$ cat src/rtl/em_pkg.sv
// -----------------------------------------------------------------------------
// em_pkg
// Shared definitions for the EX->MEM pipeline stage:
//   - RS_W          : width of the writeback-source select
//   - em_resultsrc_t: writeback-source encodings (ALU / MEM / PC+4)
//   - em_bundle_t   : packed EX->MEM payload at the core's default widths
//   - em_bundle_width(): payload width for arbitrary XLEN/RS_W/RD_W, used by
//                        the stage when it is built with non-default widths
// -----------------------------------------------------------------------------
package em_pkg;

  localparam int EM_XLEN = 32;
  localparam int EM_RD_W = 5;
  localparam int RS_W    = 2;

  typedef enum logic [RS_W-1:0] {
    RES_ALU = 2'd0,
    RES_MEM = 2'd1,
    RES_PC4 = 2'd2
  } em_resultsrc_t;

  // Field order here is the bit order of the flat payload vector used by the
  // stage, so a flat vector can be cast to this struct at default widths.
  typedef struct packed {
    logic                regwrite;
    logic [RS_W-1:0]     resultsrc;
    logic                memwrite;
    logic [EM_XLEN-1:0]  aluresult;
    logic [EM_XLEN-1:0]  writedata;
    logic [EM_RD_W-1:0]  rd;
    logic [EM_XLEN-1:0]  pcplus4;
  } em_bundle_t;

  localparam int EM_BUNDLE_W = $bits(em_bundle_t);

  // regwrite + resultsrc + memwrite + aluresult + writedata + rd + pcplus4
  function automatic int em_bundle_width(input int xlen, input int rs_w, input int rd_w);
    return 3 * xlen + rs_w + rd_w + 2;
  endfunction

endpackage

$ cat src/rtl/em_skid_buf.sv
// -----------------------------------------------------------------------------
// em_skid_buf
// Generic-width valid/ready buffer carrying one EX->MEM payload vector.
//   SKID=1: two entries (main + skid); in_ready comes from a register, so
//           there is no combinational path from out_ready to in_ready.
//   SKID=0: one entry; in_ready = out_ready | ~out_valid.
// The main entry always drives out_data; the skid entry only absorbs the one
// word that arrives while the consumer is stalled.
// Ports:
//   clk, rst      : clock, asynchronous active-high reset
//   clear         : drop every held and incoming entry (next state EMPTY)
//   in_valid/in_ready/in_data   : upstream handshake + payload
//   out_valid/out_ready/out_data: downstream handshake + payload
// -----------------------------------------------------------------------------
module em_skid_buf #(
  parameter int W    = em_pkg::EM_BUNDLE_W,
  parameter bit SKID = 1'b1
) (
  input  logic         clk,
  input  logic         rst,
  input  logic         clear,
  input  logic         in_valid,
  output logic         in_ready,
  input  logic [W-1:0] in_data,
  output logic         out_valid,
  input  logic         out_ready,
  output logic [W-1:0] out_data
);

  localparam logic [1:0] ST_EMPTY = 2'd0;
  localparam logic [1:0] ST_FULL  = 2'd1;
  localparam logic [1:0] ST_SKID  = 2'd2;

  logic [1:0]   state_reg, state_next;
  logic [W-1:0] main_reg, main_next;
  logic [W-1:0] skid_reg, skid_next;
  logic         accept;
  logic         consume;

  assign out_valid = (state_reg != ST_EMPTY);
  assign out_data  = main_reg;
  assign accept    = in_valid & in_ready;
  assign consume   = out_valid & out_ready;

  generate
    if (SKID) begin : g_skid
      logic ready_reg;

      always_comb begin
        state_next = state_reg;
        main_next  = main_reg;
        skid_next  = skid_reg;
        case (state_reg)
          ST_EMPTY: begin
            if (accept) begin
              state_next = ST_FULL;
              main_next  = in_data;
            end
          end
          ST_FULL: begin
            if (consume && accept) begin
              main_next = in_data;
            end else if (consume) begin
              state_next = ST_EMPTY;
            end else if (accept) begin
              // Consumer stalled while a new word arrived: park it.
              state_next = ST_SKID;
              skid_next  = in_data;
            end
          end
          ST_SKID: begin
            if (consume) begin
              state_next = ST_FULL;
              main_next  = skid_reg;
            end
          end
          default: state_next = ST_EMPTY;
        endcase
        // Clear wins over everything; payload may go stale, only state matters.
        if (clear) begin
          state_next = ST_EMPTY;
        end
      end

      // in_ready is the registered image of "next state has a free slot".
      // It resets low so nothing is accepted while rst is asserted, and rises
      // on the first clock edge after release.
      always_ff @(posedge clk or posedge rst) begin
        if (rst) begin
          ready_reg <= 1'b0;
        end else begin
          ready_reg <= (state_next != ST_SKID);
        end
      end

      assign in_ready = ready_reg;
    end else begin : g_single
      always_comb begin
        state_next = state_reg;
        main_next  = main_reg;
        skid_next  = '0;
        if (accept) begin
          // Covers both the empty case and accept+consume in the same cycle.
          state_next = ST_FULL;
          main_next  = in_data;
        end else if (consume) begin
          state_next = ST_EMPTY;
        end
        if (clear) begin
          state_next = ST_EMPTY;
        end
      end

      assign in_ready = out_ready | ~out_valid;
    end
  endgenerate

  always_ff @(posedge clk or posedge rst) begin
    if (rst) begin
      state_reg <= ST_EMPTY;
      main_reg  <= '0;
      skid_reg  <= '0;
    end else begin
      state_reg <= state_next;
      main_reg  <= main_next;
      skid_reg  <= skid_next;
    end
  end

endmodule

$ cat src/rtl/em_pipe_stage.sv
// -----------------------------------------------------------------------------
// em_pipe_stage
// EX->MEM pipeline register with valid/ready handshake, flush-to-bubble,
// optional 2-entry skid buffer and a saturating back-pressure counter.
// Ports:
//   clk, rst                 : clock, asynchronous active-high reset
//   flush                    : kill held and incoming entries this cycle
//   in_valid / in_ready      : handshake with the execute stage
//   *_e                      : execute-stage payload
//   out_valid / out_ready    : handshake with the memory stage
//   *_m                      : memory-stage payload (write enables gated by
//                              out_valid so a bubble never writes)
//   stall_cnt                : cycles spent with out_valid & ~out_ready,
//                              saturating, cleared only by rst
// -----------------------------------------------------------------------------
module em_pipe_stage #(
  parameter int XLEN  = 32,
  parameter int RD_W  = 5,
  parameter int RS_W  = em_pkg::RS_W,
  parameter bit SKID  = 1'b1,
  parameter int CNT_W = 16
) (
  input  logic             clk,
  input  logic             rst,
  input  logic             flush,
  input  logic             in_valid,
  output logic             in_ready,
  input  logic             regwrite_e,
  input  logic [RS_W-1:0]  resultsrc_e,
  input  logic             memwrite_e,
  input  logic [XLEN-1:0]  aluresult_e,
  input  logic [XLEN-1:0]  writedata_e,
  input  logic [RD_W-1:0]  rd_e,
  input  logic [XLEN-1:0]  pcplus4_e,
  output logic             out_valid,
  input  logic             out_ready,
  output logic             regwrite_m,
  output logic [RS_W-1:0]  resultsrc_m,
  output logic             memwrite_m,
  output logic [XLEN-1:0]  aluresult_m,
  output logic [XLEN-1:0]  writedata_m,
  output logic [RD_W-1:0]  rd_m,
  output logic [XLEN-1:0]  pcplus4_m,
  output logic [CNT_W-1:0] stall_cnt
);

  import em_pkg::*;

  localparam int BW = em_bundle_width(XLEN, RS_W, RD_W);

  localparam logic [CNT_W-1:0] CNT_ONE = {{(CNT_W-1){1'b0}}, 1'b1};
  localparam logic [CNT_W-1:0] CNT_MAX = {CNT_W{1'b1}};

  logic [BW-1:0]    in_bus;
  logic [BW-1:0]    out_bus;
  logic             buf_out_valid;
  logic             held_regwrite;
  logic             held_memwrite;
  logic [CNT_W-1:0] stall_reg;

  // Same field order as em_bundle_t.
  assign in_bus = {regwrite_e, resultsrc_e, memwrite_e,
                   aluresult_e, writedata_e, rd_e, pcplus4_e};

  em_skid_buf #(
    .W    (BW),
    .SKID (SKID)
  ) u_buf (
    .clk       (clk),
    .rst       (rst),
    .clear     (flush),
    .in_valid  (in_valid),
    .in_ready  (in_ready),
    .in_data   (in_bus),
    .out_valid (buf_out_valid),
    .out_ready (out_ready),
    .out_data  (out_bus)
  );

  assign {held_regwrite, resultsrc_m, held_memwrite,
          aluresult_m, writedata_m, rd_m, pcplus4_m} = out_bus;

  // Flushed entries leave stale payload behind; gating the two write enables
  // with valid is what turns them into a harmless bubble downstream.
  assign out_valid  = buf_out_valid;
  assign regwrite_m = held_regwrite & buf_out_valid;
  assign memwrite_m = held_memwrite & buf_out_valid;

  // Counts every cycle the memory stage refuses a valid entry, including a
  // flush cycle; flush deliberately leaves the statistic alone.
  always_ff @(posedge clk or posedge rst) begin
    if (rst) begin
      stall_reg <= '0;
    end else if (buf_out_valid && !out_ready && (stall_reg != CNT_MAX)) begin
      stall_reg <= stall_reg + CNT_ONE;
    end
  end

  assign stall_cnt = stall_reg;

endmodule

$ cat config.mk
export PLATFORM = sky130hd
export DESIGN_NAME = em_pipe_stage
export DESIGN_NICKNAME = d
export VERILOG_FILES = /design/src/rtl/em_pkg.sv /design/src/rtl/em_skid_buf.sv /design/src/rtl/em_pipe_stage.sv
export SDC_FILE = /design/constraint.sdc
export NUM_CORES = 1
export LEC_CHECK = 0
export ABC_CLOCK_PERIOD_IN_PS = 17800
export CORE_MARGIN = 2
export CORE_UTILIZATION = 55
export CTS_CLUSTER_SIZE = 10
export DETAILED_ROUTE_END_ITERATION = 8
export PLACE_DENSITY = 0.86
export SLEW_MARGIN = 5
export SYNTH_ARGS = -nofsm -noshare
export SYNTH_HDL_FRONTEND = slang
export SYNTH_SLANG_ARGS = --single-unit
$ cat constraint.sdc
create_clock -name clk -period 17.8 [get_ports clk]
set_clock_uncertainty 0.2 [all_clocks]
set_input_delay 3.56 -clock clk [delete_from_list [all_inputs] [get_ports clk]]
set_output_delay 3.56 -clock clk [all_outputs]
set_load 0.02 [all_outputs]
==> summary.md <==
| Metric | Value |
|---|---|
| Clock-pin slew on the worst setup and hold paths | `50 ps` |
| Core box area | `about 0.019 sq mm` |
| Global route total overflow | `0` |
| Worst Slack Setup Final | `11720 ps` |
| Post-CTS Hold Fix Bufs | `0` |
| Starting density of the core | `56.0%` |
| Routed WL per cell | `17.9 um` |
| Sw frac | `28.1%` |
| Hold Crit Class | `reg -> reg` |
| Root Driver | `clkbuf_16` |
| Setup TNS | `0 ps` |
| Yosys cell types | `36` |
| Max Root-Sink Buffers | `3` |
| Fin crit period | `6080 ps` |
| DRT antenna net count | `0` |
| Async SR Flop Fraction | `100%` |
| RSZ-0062 raised after global routing | `false` |
| Crit-path cells | `clkdlybuf4s50_1 -> and2b_1 -> nor3b_4 -> buf_4 -> mux2_2` |
| Dpl hpwl | `~14 mm` |
| CP max stage delay | `840 ps` |
| Commonest cells in the netlist | `dfrtp_1 (229), nor2_1 (111), mux2_2 (108)` |
| Post-CTS sizing | `0` |
| Post-synth top flop | `dfrtp_1` |
| First-pass GRT wire length | `about 35 mm` |
| CTS sink count | `229` |
| Cells on worst reg2reg path | `4` |
| Setup slack, reg-to-reg | `14730 ps` |
| Terminus of the critical flop-to-flop path | `u_buf.out_data[14]` |
| Largest cells by area after synthesis | `dfrtp_1 (55%), mux2_2 (12%), mux2i_1 (10%), buf_4 (7.5%), a21oi_1 (5.0%)` |
| Startpoint types | `input port` |
| Yosys warning total | `0` |
| Max-Cap Viols | `0` |
| Routed vias/inst | `5.40` |
| Area grow syn2layout | `22.6%` |
| Number of antenna diodes | `0` |
| Die X | `142 um` |
| Cts bufs inserted | `27` |
| Ratio of cells with drive above 1 in the final layout | `about 16%` |
| Rel. slew slack | `30.9%` |
| Syn Inst Count | `873` |
| Period Utilization, post-route | `34.1%` |
| Post-Syn Area | `between 0.01 and 0.015 sq mm` |
| Slowest cell on the critical path | `buf_4` |
| PnR Total Power | `1540 uW` |
| Worst hold slack | `303 ps` |
| Leakage power | `~0.0060 uW` |
| Fraction of the yosys area taken by sequential cells | `54.9%` |
| Setup repair bufs after CTS | `0` |
| CP Max Fanout | `69` |
| Kind of critical path | `in -> reg` |
| Skew-Pair Late Insertion Delay | `510 ps` |
| Vias in the first global route | `6683` |
| Critical path arrival | `6270 ps` |
| Syn Nets | `between 900 and 1000` |
| Part of the power in registers | `46.2%` |
| CP required | `17990 ps` |
| Pre-antenna DRT Iters | `6` |
| Avg Inst Size Synth | `12.0 sq um` |
| Post-synth EDFFs | `0` |
| Register bit total from synthesis | `229` |
| Sw Pwr | `431 uW` |
| Worst Setup SP | `out_ready` |
| CP Capture Type | `register` |
| Final setup fails | `0` |
| Combinational Power Share | `23.6%` |
| CTS tree | `yes` |
| Worst r2r src | `u_buf.state_reg[1]` |
| Chip height | `between 100 and 150 um` |
| Overall Global Routing Usage | `21.7%` |
| Power density over cell area | `120 mW/mm^2` |
| Cell taking the most area after synthesis | `dfrtp_1` |
| Most common cell in the netlist | `dfrtp_1` |
| Final hold viol count | `0` |
| Status | `completed` |
| Crit path to | `u_buf.skid_reg[20]` |
| FMAX | `0.165 GHz` |
| Final GP Congestion | `0.779` |
| Place WS | `approximately 11000 ps` |
| Worst vdd ir | `0.0732 mV` |
| Slew Viols, Final | `0` |
| Die Area | `between 0.02 and 0.025 sq mm` |
| Port bufs | `approximately 230` |
| DR iter-0 viols | `307` |
| WP depth | `5` |
| Pint | `1110 uW` |
| Final WL | `21.9 mm` |
| Worst-Margin Slew | `between 1000 and 1500 ps` |
| Initial antenna violation count | `0` |
| Pin count of the biggest net entering global routing | `150` |
| I/O Pins | `233` |
| Row Count | `50` |
| Delay-heaviest family, CP | `buffers and inverters` |
| Crit path buf inv count | `2` |
| H-tree Lvls | `1` |
| Layout net count | `between 1000 and 1500` |
| DR vias | `around 6600` |
| Post-synth top area share | `between 50% and 60%` |
| # DRC | `0` |
| Clock power frac | `30.2%` |
-- how the worst min path moves through the flow --
stage                                    from                   to  cells past startpoint
after floorplan           u_buf.skid_reg[100]  u_buf.skid_reg[100]                      1
after global placement     u_buf.skid_reg[32]   u_buf.skid_reg[32]                      1
after detailed placement   u_buf.skid_reg[69]   u_buf.skid_reg[69]                      1
after CTS                  u_buf.skid_reg[29]   u_buf.skid_reg[29]                      1
after global routing       u_buf.skid_reg[64]   u_buf.skid_reg[64]                      1
final                      u_buf.skid_reg[50]   u_buf.skid_reg[50]                      1
-- area by class of cell --
cell class                 count  area, sq um
timing repair buffer         239         2370
tap                          234          293
fill                        1340         5830
clock inverter                 1         8.76
clock buffer                  30          697
sequential                   229         5730
multi-input combinational    488         3680
inverter                       6         30.0
-- power groups by stage --
stage	Clock [uW]	Sequential (uW)	Combinational, uW
floorplan	0	706	263
detailed placement	0	716	363
global route	496	725	390
CTS	476	710	366
global placement	0	710	351
finish	464	710	362
-- layout by cell type, fill, tap and decap left out, drive strengths merged, types with 4 or more instances in the layout --
cell           instances
nand4                  6
nand3                  5
xnor2                  4
nor3                   6
nand2                  6
dfrtp                229
xor2                   8
mux2i                106
clkdlybuf4s50        232
inv                    7
nor2                 111
a21oi                105
buf                    7
mux2                 109
clkbuf                30
-- layer usage --
metal	global-route usage, %	part of all wire, %	vias to the layer above
li1	-	-	3116
met1	28.8	43	3252
met2	35.8	48	213
met3	5.50	6.8	42
met4	5.79	2.6	0
met5	0	0	-
-- worst reg2reg max path, stage by stage, from the launching register on --
cell and delay, ps:
dfrtp_1 540, nand2b_4 770, buf_4 880, mux2i_1 390, a21oi_1 120
-- metrics by stage --
stage	util [%]	instance area (sq um)	instances
detailed placement	64.9	12100	1196
global placement	64.9	12100	1196
floorplan	-	10400	873
global route	68.7	12800	1227
finish	68.7	12800	1227
CTS	68.7	12800	1227
-- cell families after synthesis --
| logic type | count (synthesis) | synth area share (%) |
|---|---|---|
| DFF | 229 | 54.9 |
| muxes | 215 | 21.9 |
| buffers and inverters | 156 | 10.2 |
| and+or+nand+nor | 146 | 6.01 |
| AOI/OAI and AO/OA | 114 | 5.87 |
| xor gates and xnor gates | 12 | 1.01 |
| adders and majority gates | 1 | 0.120 |
Power figures use the tool's default switching activity.
